**src/rtl/shift_piso_ctl.sv**
```systemverilog
// Parallel-in/serial-out shifter with load/shift control, bit counter, DONE/OVR pulses.
// SO is available the cycle after LOAD. A LOAD during a word is refused with OVR, except on the final strobe.

function automatic int shift_piso_ctl_cw(input int n);
  int w;
  w = 0;
  for (int v = n; v > 0; v = v >> 1) w++;
  return w;
endfunction

module shift_piso_ctl #(
  parameter int WIDTH     = 8,
  parameter bit MSB_FIRST = 1'b1,
  localparam int CW       = shift_piso_ctl_cw(WIDTH)
) (
  input  logic             C,
  input  logic             RST_N,
  input  logic             LOAD,
  input  logic [WIDTH-1:0] D,
  input  logic             SHIFT_EN,
  input  logic             SI,
  output logic             SO,
  output logic             BUSY,
  output logic             DONE,
  output logic             OVR,
  output logic [CW-1:0]    BITCNT
);

  typedef enum logic {IDLE = 1'b0, SHIFT = 1'b1} state_t;

  state_t           r_state, w_state_nxt;
  logic [WIDTH-1:0] r_shreg, w_shreg_nxt, w_shifted;
  logic [CW-1:0]    r_bitcnt, w_bitcnt_nxt;
  logic             r_done, r_ovr, w_done_nxt, w_ovr_nxt;
  logic             w_last;

  generate
    if (MSB_FIRST) begin : g_msb
      assign w_shifted = {r_shreg[WIDTH-2:0], SI};
    end else begin : g_lsb
      assign w_shifted = {SI, r_shreg[WIDTH-1:1]};
    end
  endgenerate

  assign w_last = SHIFT_EN && (r_bitcnt == CW'(1));

  always_comb begin
    w_state_nxt  = r_state;
    w_shreg_nxt  = r_shreg;
    w_bitcnt_nxt = r_bitcnt;
    w_done_nxt   = 1'b0;
    w_ovr_nxt    = 1'b0;
    case (r_state)
      IDLE: begin
        if (LOAD) begin
          w_shreg_nxt  = D;
          w_bitcnt_nxt = CW'(WIDTH);
          w_state_nxt  = SHIFT;
        end else if (SHIFT_EN) begin
          w_shreg_nxt = w_shifted;
        end
      end
      SHIFT: begin
        if (SHIFT_EN) begin
          w_shreg_nxt  = w_shifted;
          w_bitcnt_nxt = r_bitcnt - CW'(1);
        end
        // Final strobe: a coincident LOAD chains the next word with no gap.
        if (w_last) begin
          w_done_nxt = 1'b1;
          if (LOAD) begin
            w_shreg_nxt  = D;
            w_bitcnt_nxt = CW'(WIDTH);
          end else begin
            w_state_nxt = IDLE;
          end
        end else if (LOAD) begin
          w_ovr_nxt = 1'b1;
        end
      end
      default: w_state_nxt = IDLE;
    endcase
  end

  always_ff @(posedge C) begin
    if (!RST_N) begin
      r_state  <= IDLE;
      r_shreg  <= '0;
      r_bitcnt <= '0;
      r_done   <= 1'b0;
      r_ovr    <= 1'b0;
    end else begin
      r_state  <= w_state_nxt;
      r_shreg  <= w_shreg_nxt;
      r_bitcnt <= w_bitcnt_nxt;
      r_done   <= w_done_nxt;
      r_ovr    <= w_ovr_nxt;
    end
  end

  assign SO     = MSB_FIRST ? r_shreg[WIDTH-1] : r_shreg[0];
  assign BUSY   = (r_state == SHIFT);
  assign DONE   = r_done;
  assign OVR    = r_ovr;
  assign BITCNT = r_bitcnt;

endmodule

```
**config.mk**
```make
export PLATFORM = sky130hd
export DESIGN_NAME = shift_piso_ctl
export DESIGN_NICKNAME = d
export VERILOG_FILES = /design/src/rtl/shift_piso_ctl.sv
export SDC_FILE = /design/constraint.sdc
export NUM_CORES = 1
export LEC_CHECK = 0
export CORE_AREA = 8 8 49 51
export CTS_CLUSTER_DIAMETER = 120
export DETAILED_ROUTE_END_ITERATION = 10
export DIE_AREA = 0 0 57 59
export PLACE_DENSITY_LB_ADDON = 0.25
export RECOVER_POWER = 100
export SLEW_MARGIN = 20
export SYNTH_ARGS = -nofsm -noshare
export SYNTH_HDL_FRONTEND = slang
export SYNTH_SLANG_ARGS = --single-unit
```
**constraint.sdc**
```tcl
create_clock -name C -period 4.12 [get_ports C]
set_input_delay 0.618 -clock C [delete_from_list [all_inputs] [get_ports C]]
set_output_delay 0.618 -clock C [all_outputs]
set_load 0.03 [all_outputs]
```
# Yosys cells after proc, flatten, opt, wreduce, memory -nomap -nowiden
# Cells that the tools add are included.
dict set report word_totals {
  ramBits 0
  output_inout_bits 8
  latchBits 0
  ff_bits 15
  romBits 0
  input_bits 13
  memories 0
}
dict set report op_classes {
  shift 0
  magnitude_cmp 0
  bitwise_logic 2
  n_div 0
  multipliers 0
  eq_ne 2
  muxes 13
  n_addsub 1
  n_reduce_logical 3
}
# operator n
set op_table {}
lappend op_table {{two-way mux 8 bit} 3}
lappend op_table {{two-way mux 4 bit} 4}
lappend op_table {{case mux 8 bit (2 select lines)} 1}
lappend op_table {{case mux 4 bit (2 select lines)} 1}
lappend op_table {{== test 4 x 1 -> 1 bit (second input constant)} 1}
lappend op_table {{subtractor 4 x 1 -> 4 bit (second input constant)} 1}
lappend op_table {{two-way mux 1 bit} 3}
lappend op_table {{OR reduction 3 bit} 1}
lappend op_table {{!= test 2 bit (second input constant)} 1}
lappend op_table {{inverter 1 bit} 2}
lappend op_table {{case mux 1 bit (2 select lines)} 1}
lappend op_table {{AND reduction 2 bit} 1}
lappend op_table {{logical AND 1 bit} 1}

# Depth between registers and ports, before layout
# Gate-level depths: netlist (run 1).
dict set report logic_depth {
  ltp_word 5
  ltp_mapped 6
  depth_no_buf 5
}

# Worst setup path before layout (run 1)
# Ideal clock, no wire load.
dict set report synth_timing {
  path_kind {reg-to-reg}
  startpoint {register r_bitcnt[1], in the netlist BITCNT[1]}
  endpoint {register r_shreg[0]}
  path_buffers 1
  setup_slack_ps 2523
  arrival_ps 1460
  stages_incl_launch_ff 7
  period_less_slack_ps 1597
  cell_sequence {dfxtp_1 -> inv_1 -> ha_1 -> nand4bb_1 -> a21o_1 -> clkbuf_1 -> a22oi_1}
}
dict set report synth_between {
  elab_chain_len 4
}
# item line
set synth_rtl {}
lappend synth_rtl {{start: declaration} 33} ;# logic [CW-1:0] r_bitcnt, w_bitcnt_nxt;
lappend synth_rtl {{start signal: assignment} 95} ;# r_bitcnt <= w_bitcnt_nxt;
lappend synth_rtl {{== test 4 x 1 -> 1 bit} 45} ;# assign w_last = SHIFT_EN && (r_bitcnt == CW'(1));
lappend synth_rtl {{logical AND 1 bit} 45}
lappend synth_rtl {{two-way mux 8 bit} 69} ;# if (w_last) begin
lappend synth_rtl {{case mux 8 bit (2 select lines)} 53} ;# case (r_state)
lappend synth_rtl {{end signal: assignment} 94} ;# r_shreg <= w_shreg_nxt;
lappend synth_rtl {{end: declaration} 32} ;# logic [WIDTH-1:0] r_shreg, w_shreg_nxt, w_shifted;
# Every way passes these cells.
# A chain may end at the register's enable or synchronous reset.

# Worst setup path in the final report (run 1)
dict set report layout_timing {
  startpoint {input port SHIFT_EN}
  endpoint {register r_bitcnt[3], in the netlist BITCNT[3]}
}
dict set report layout_between {
  elab_chain_len 4
  elab_cells_between_ends 5
}
# item line
set layout_rtl {}
lappend layout_rtl {{start: declaration} 20} ;# input logic SHIFT_EN,
lappend layout_rtl {{two-way mux 4 bit} 64} ;# if (SHIFT_EN) begin
lappend layout_rtl {{two-way mux 4 bit} 71} ;# if (LOAD) begin
lappend layout_rtl {{two-way mux 4 bit (*)} 69}
lappend layout_rtl {{case mux 4 bit (2 select lines) (*)} 53}
# Every way passes the cells marked *; elsewhere a longest branch is shown, timed or not.

==> results_dict.tcl, run 1 <==
set metrics [dict create \
    cp.required_ns 4.33 \
    post-cts-setup-buffer-count 0 \
    areaGrowthSynthToFinish_pct 32.0 \
    grt_use_met1 0.116 \
    timing.rr.start "BITCNT[0]" \
    synth_top_area_frac 0.431 \
    design_area_um2 920 \
    antenna_found_initial 0 \
    antenna_cells 0 \
    initial_core_util 0.422 \
    post-route-period-util 0.545 \
    grt_overflow 0 \
    end_kind "flip-flop" \
    track_usage 0.105 \
    design.core.area_um2 1650 \
    detail-route-antenna-nets 0 \
    hold_depth 2 \
    syn_nets 88 \
    yosys-top-cells-area "dfxtp_1, mux2i_1, a22oi_1" \
    peakVddDrop_mv 0.188 \
    first_iter_violations 7 \
    outcome "finished clean" \
    placed_cells 107 \
    synthCells 73 \
    n_fill_cell 155 \
    final-max-slew-violation-count 0 \
    critPathLaunchType "input pin" \
    use_met3 0.0343 \
    clock_latency_ns 0.28 \
    fp.dieW_um 57 \
    chipHeight_um 59 \
    layout_commonest_cell "dfxtp_1" \
    worst_pin_slew_ns 0.556 \
    drc_errors 0 \
    gp_congestion 0.777 \
    hpwlAfterDp_um 1270 \
    worstHoldStart "BITCNT[1]" \
    timing.fmax_mhz 446 \
    yosysSeqAreaShare 0.431 \
    nets 110 \
    grt_max_degree 12 \
    via_count 637 \
    fin_tns_setup_ns 0 \
    synth_area_um2 697 \
    drive_gt1_frac 0.0426 \
    p_per_area_nw_per_um2 343 \
    instances_no_fill 111 \
    postPlaceCellArea_um2 900 \
    die-area_um2 3360 \
    synth_top_area_cell "dfxtp_1" \
    root_buffer "clkbuf_4" \
    leakagePower_nw 0.386 \
    grt_setup_unrepaired "no" \
    period_minus_slack_ns 2.24 \
    r2r_slack_ns 2.63 \
    drt-pass1-iter-count 4 \
    crit_fanout 11 \
    wire_per_inst_um 15.2 \
    row_count 15 \
    reg2reg_to "r_shreg[3]" \
    arrival_ns 2.46 \
    numCtsBuffers 3 \
    worst_hold_path_type "reg2reg" \
    via_per_inst 5.74 \
    io_buffers 20 \
    relSlewSlack 0.628 \
    fin_skew_ns 0.00307 \
    clkTransAtPathRegs_ns 0.08 \
    clk_path_buf_depth 2 \
    finalWirelength_um 1690 \
    met2_usage 0.172 \
    r2r.worst_path.cells 4 \
    criticalPathCategory "in2reg" \
    clock-sinks 15 \
    cts_hold_buf 0 \
    finalHoldViolations 0 \
    hold_end "BITCNT[1]" \
    tritoncts "built" \
    ctsHtreeMaxLevel 1 \
    top_usage_layer "met2" \
    post_cts_resized 0 \
    total_power_w 0.000316 \
    grt_pass1_vias 614 \
    synth.distinct_cells 22 \
    finalSetupViolations 0 \
    ys_warn_count 0 \
    drv_cap 0 \
    avgSynthCellArea_um2 9.55 \
    grt_pass1_wl_um 2840 \
    ys_ff_latch 15 \
    io_pins 21 \
    layout.cells.most_common_list "dfxtp_1, clkdlybuf4s50_1, dlygate4sd3_1" \
]
## per-stage QoR
step | utilization | setup slack, ns | hold WS, ns
2_1_floorplan | - | 2.52 | 0.541
3_3_place_gp | 0.545 | 1.73 | 0.517
5_1_grt | 0.557 | 1.79 | 0.562
6_report | 0.557 | 1.88 | 0.527
3_5_place_dp | 0.545 | 1.69 | 0.519
4_1_cts | 0.561 | 1.95 | 0.531
## cells by family after synthesis
| family | count (synthesis) | share of synthesized area |
|---|---|---|
| and+or+nand+nor | 18 | 0.165 |
| adders and majority gates | 2 | 0.0359 |
| AOI/OAI and AO/OA | 23 | 0.205 |
| DFF | 15 | 0.431 |
| muxes | 8 | 0.115 |
| buffers and inverters | 7 | 0.0485 |
## critical path: stages
cell and delay (ns):
dlygate4sd3_1 0.89, nand2_1 0.27, or4b_1 0.52, a31oi_1 0.16
## worst max path at each step
stage              start  depth (start not counted)    endpoint
2_1_floorplan  BITCNT[1]                          6  r_shreg[0]
3_3_place_gp    SHIFT_EN                          4  r_shreg[7]
3_5_place_dp    SHIFT_EN                          4  r_shreg[3]
6_report        SHIFT_EN                          4   BITCNT[3]
5_1_grt         SHIFT_EN                          4   BITCNT[3]
4_1_cts             BUSY                          1        BUSY
## synth_stat cells
| library cell | n |
|---|---|
| dfxtp_1 | 15 |
| a22oi_1 | 8 |
| mux2i_1 | 8 |
| o21ai_0 | 8 |
| nand3_1 | 5 |
| a21oi_1 | 4 |
| inv_1 | 4 |
| nor2_1 | 3 |
| or3_1 | 3 |
| clkbuf_1 | 2 |
| ha_1 | 2 |
| a21o_1 | 1 |
| a31oi_1 | 1 |
| buf_6 | 1 |
| nand2_1 | 1 |
| nand2_4 | 1 |
| nand2b_1 | 1 |
| nand4bb_1 | 1 |
| nor3b_1 | 1 |
| nor4bb_1 | 1 |
| o41ai_1 | 1 |
| or4b_1 | 1 |
## sequential cells by signal, summed over array words and instances, names as in the netlist
signal and count:
BITCNT 4, r_shreg 8, BUSY 1, OVR 1
DONE 1
## where the power goes
part	switching (W)	total, W	internal [W]
sequential	0.00000926	0.000167	0.000158
clock	0.0000463	0.0000824	0.0000361
combinational	0.0000338	0.0000662	0.0000325
total	0.0000893	0.000316	0.000226
## layer usage
metal / vias up / wire length (µm)
met5: - / 0
met4: 0 / 36
met3: 5 / 121
met2: 15 / 829
met1: 301 / 703
li1: 316 / -
## final cells by class
cell class / count / area [µm²] / area share
flip-flops and latches: 15 / 300 / 0.327
clock inverters: 1 / 5.00 / 0.00544
clock buffers: 3 / 22.5 / 0.0245
repair buffers: 20 / 200 / 0.218
multi-input cells: 51 / 355 / 0.386
inverters: 4 / 15.0 / 0.0163
well taps: 17 / 21.3 / 0.0231
No activity file was read; power rests on OpenSTA's default activity.
==> inputs of run 2 (changes only) <==
==> constraint.sdc (replaced) <==
create_clock -name C -period 2.1 [get_ports C]
set_input_delay 0.315 -clock C [delete_from_list [all_inputs] [get_ports C]]
set_output_delay 0.315 -clock C [all_outputs]
set_load 0.03 [all_outputs]
==> run 2 against run 1 <==
Die area unchanged. Critical path depth decreased by 3. Register-to-register slack got worse by 2.0 ns. Count of clock-buffer cells in the layout unchanged. Wire length decreased by 1.2%. Clock power increased by 99%. Non-clock buffer count increased by 2. Design area increased by 2.4%. Combinational power increased by 100%. Final cell count increased by 1.8%.
==> results_dict.tcl, run 2 (same netlist as run 1, synthesis figures left out) <==
set metrics [dict create \
    io_buffers 20 \
    wire_per_inst_um 14.8 \
    track_usage 0.103 \
    cts_hold_buf 0 \
    internal-power_w 0.000447 \
    hold_depth 2 \
    numCtsBuffers 3 \
    p_comb_frac 0.212 \
    outcome "finished clean" \
    period_minus_slack_ns 1.92 \
    r2r_slack_ns 0.64 \
    total_power_w 0.000626 \
    detail-route-antenna-nets 0 \
    leakagePower_nw 0.402 \
    worst_hold_path_type "reg2reg" \
    drt-pass1-iter-count 4 \
    chipHeight_um 59 \
    drv_cap 0 \
    initial_core_util 0.422 \
    fp.dieW_um 57 \
    r2r.worst_path.cells 4 \
    root_buffer "clkbuf_4" \
    post-route-period-util 0.916 \
    drc_errors 0 \
    p_per_area_nw_per_um2 665 \
    layout.cells.most_common_list "dfxtp_1, clkdlybuf4s50_1" \
    hpwlAfterDp_um 1280 \
    antenna_found_initial 0 \
    clockPowerShare 0.262 \
    timing.fmax_mhz 520 \
    worstHoldStart "BITCNT[1]" \
    reg2reg_to "r_shreg[2]" \
    nets 112 \
    worstSetupStartpoint "BUSY" \
    largest_reg_flops 8 \
    grt_pass1_wl_um 2800 \
    row_count 15 \
    relSlewSlack 0.700 \
    regMostFlops "r_shreg" \
    gp_congestion 0.735 \
    slowest_stage "dlygate4sd3_1" \
    die-area_um2 3360 \
    path_buf_inv 1 \
    final-max-slew-violation-count 0 \
    clock_latency_ns 0.28 \
    grt_setup_unrepaired "no" \
    post_cts_resized 0 \
    fin_tns_setup_ns 0 \
    critPathTopFamily "buffers and inverters" \
    fin_skew_ns 0.00269 \
    areaGrowthSynthToFinish_pct 35.2 \
    cp.required_ns 1.78 \
    slowest_delay_ns 0.80 \
    fin_util 0.570 \
    layout_commonest_cell "dfxtp_1" \
    p_seq_frac 0.525 \
    grt_pass1_vias 640 \
    grt_overflow 0 \
    critPathLaunchType "flip-flop" \
    crit_fanout 8 \
    timing.rr.start "BITCNT[0]" \
    criticalPathCategory "reg2out" \
    p_sw_w 0.000179 \
    io_pins 21 \
    end_kind "output port" \
    finalWirelength_um 1670 \
    switching_share 0.286 \
    design.core.area_um2 1650 \
    via_count 634 \
    hold_end "BITCNT[1]" \
    peakVddDrop_mv 0.293 \
    grt_max_degree 11 \
    clk_path_buf_depth 2 \
    path_cells "dlygate4sd3_1" \
    post-cts-setup-buffer-count 0 \
    n_fill_cell 163 \
    clkTransAtPathRegs_ns 0.09 \
    ctsHtreeMaxLevel 1 \
    finalHoldViolations 0 \
    arrival_ns 1.61 \
    clock-sinks 15 \
    drive_gt1_frac 0.0729 \
    tritoncts "built" \
    cp.depth 1 \
    finalSetupViolations 0 \
    worst_pin_slew_ns 0.444 \
    first_iter_violations 12 \
    antenna_cells 0 \
    via_per_inst 5.61 \
]
-- run 2: cell count changes in the layout (fill, tap and decap cells not counted), sizes merged --
cell	previous run	this run
buf	0	2
clkdlybuf4s50	11	12
dlygate4sd3	9	8
-- run 2: metrics by stage --
stage	area, µm²	setup slack [ns]	hold WS (ns)	std cells
detailed placement	915	0.316	0.521	109
finish	942	0.175	0.529	113
floorplan	697	0.503	0.432	73
CTS	942	0.210	0.537	113
global route	942	0.110	0.578	113
global placement	915	0.414	0.518	109
-- run 2: area by class of cell --
cell class	count	area, µm²	share of cell area
Clock buffer	3	22.5	0.0239
Clock inverter	1	5.00	0.00531
Inverter	4	15.0	0.0159
Multi-Input combinational cell	51	363	0.385
Sequential cell	15	300	0.319
Tap cell	17	21.3	0.0226
Timing Repair Buffer	22	215	0.228
-- run 2: worst max-delay path by stage --
stage                      end  slack [ns]
finish                    BUSY        0.18
global route              BUSY        0.11
CTS                       BUSY        0.21
detailed placement  r_shreg[2]        0.32
global placement    r_shreg[5]        0.41
floorplan           r_shreg[0]        0.50
-- run 2: power groups by stage --
stage               clock network, W  registers, W  logic [W]
detailed placement                 0      0.000336   0.000137
floorplan                          0      0.000350  0.0000638
finish                      0.000164      0.000329   0.000133
global placement                   0      0.000335   0.000135
CTS                         0.000173      0.000330   0.000138
global route                0.000187      0.000334   0.000144
-- run 2: routing by layer --
| layer | global-route usage | part of all wire | wire [µm] |
|---|---|---|---|
| met4 | 0.0503 | 0.020 | 34 |
| met1 | 0.106 | 0.43 | 711 |
| met3 | 0.0386 | 0.066 | 110 |
| met5 | 0 | 0 | 0 |
| met2 | 0.180 | 0.49 | 814 |
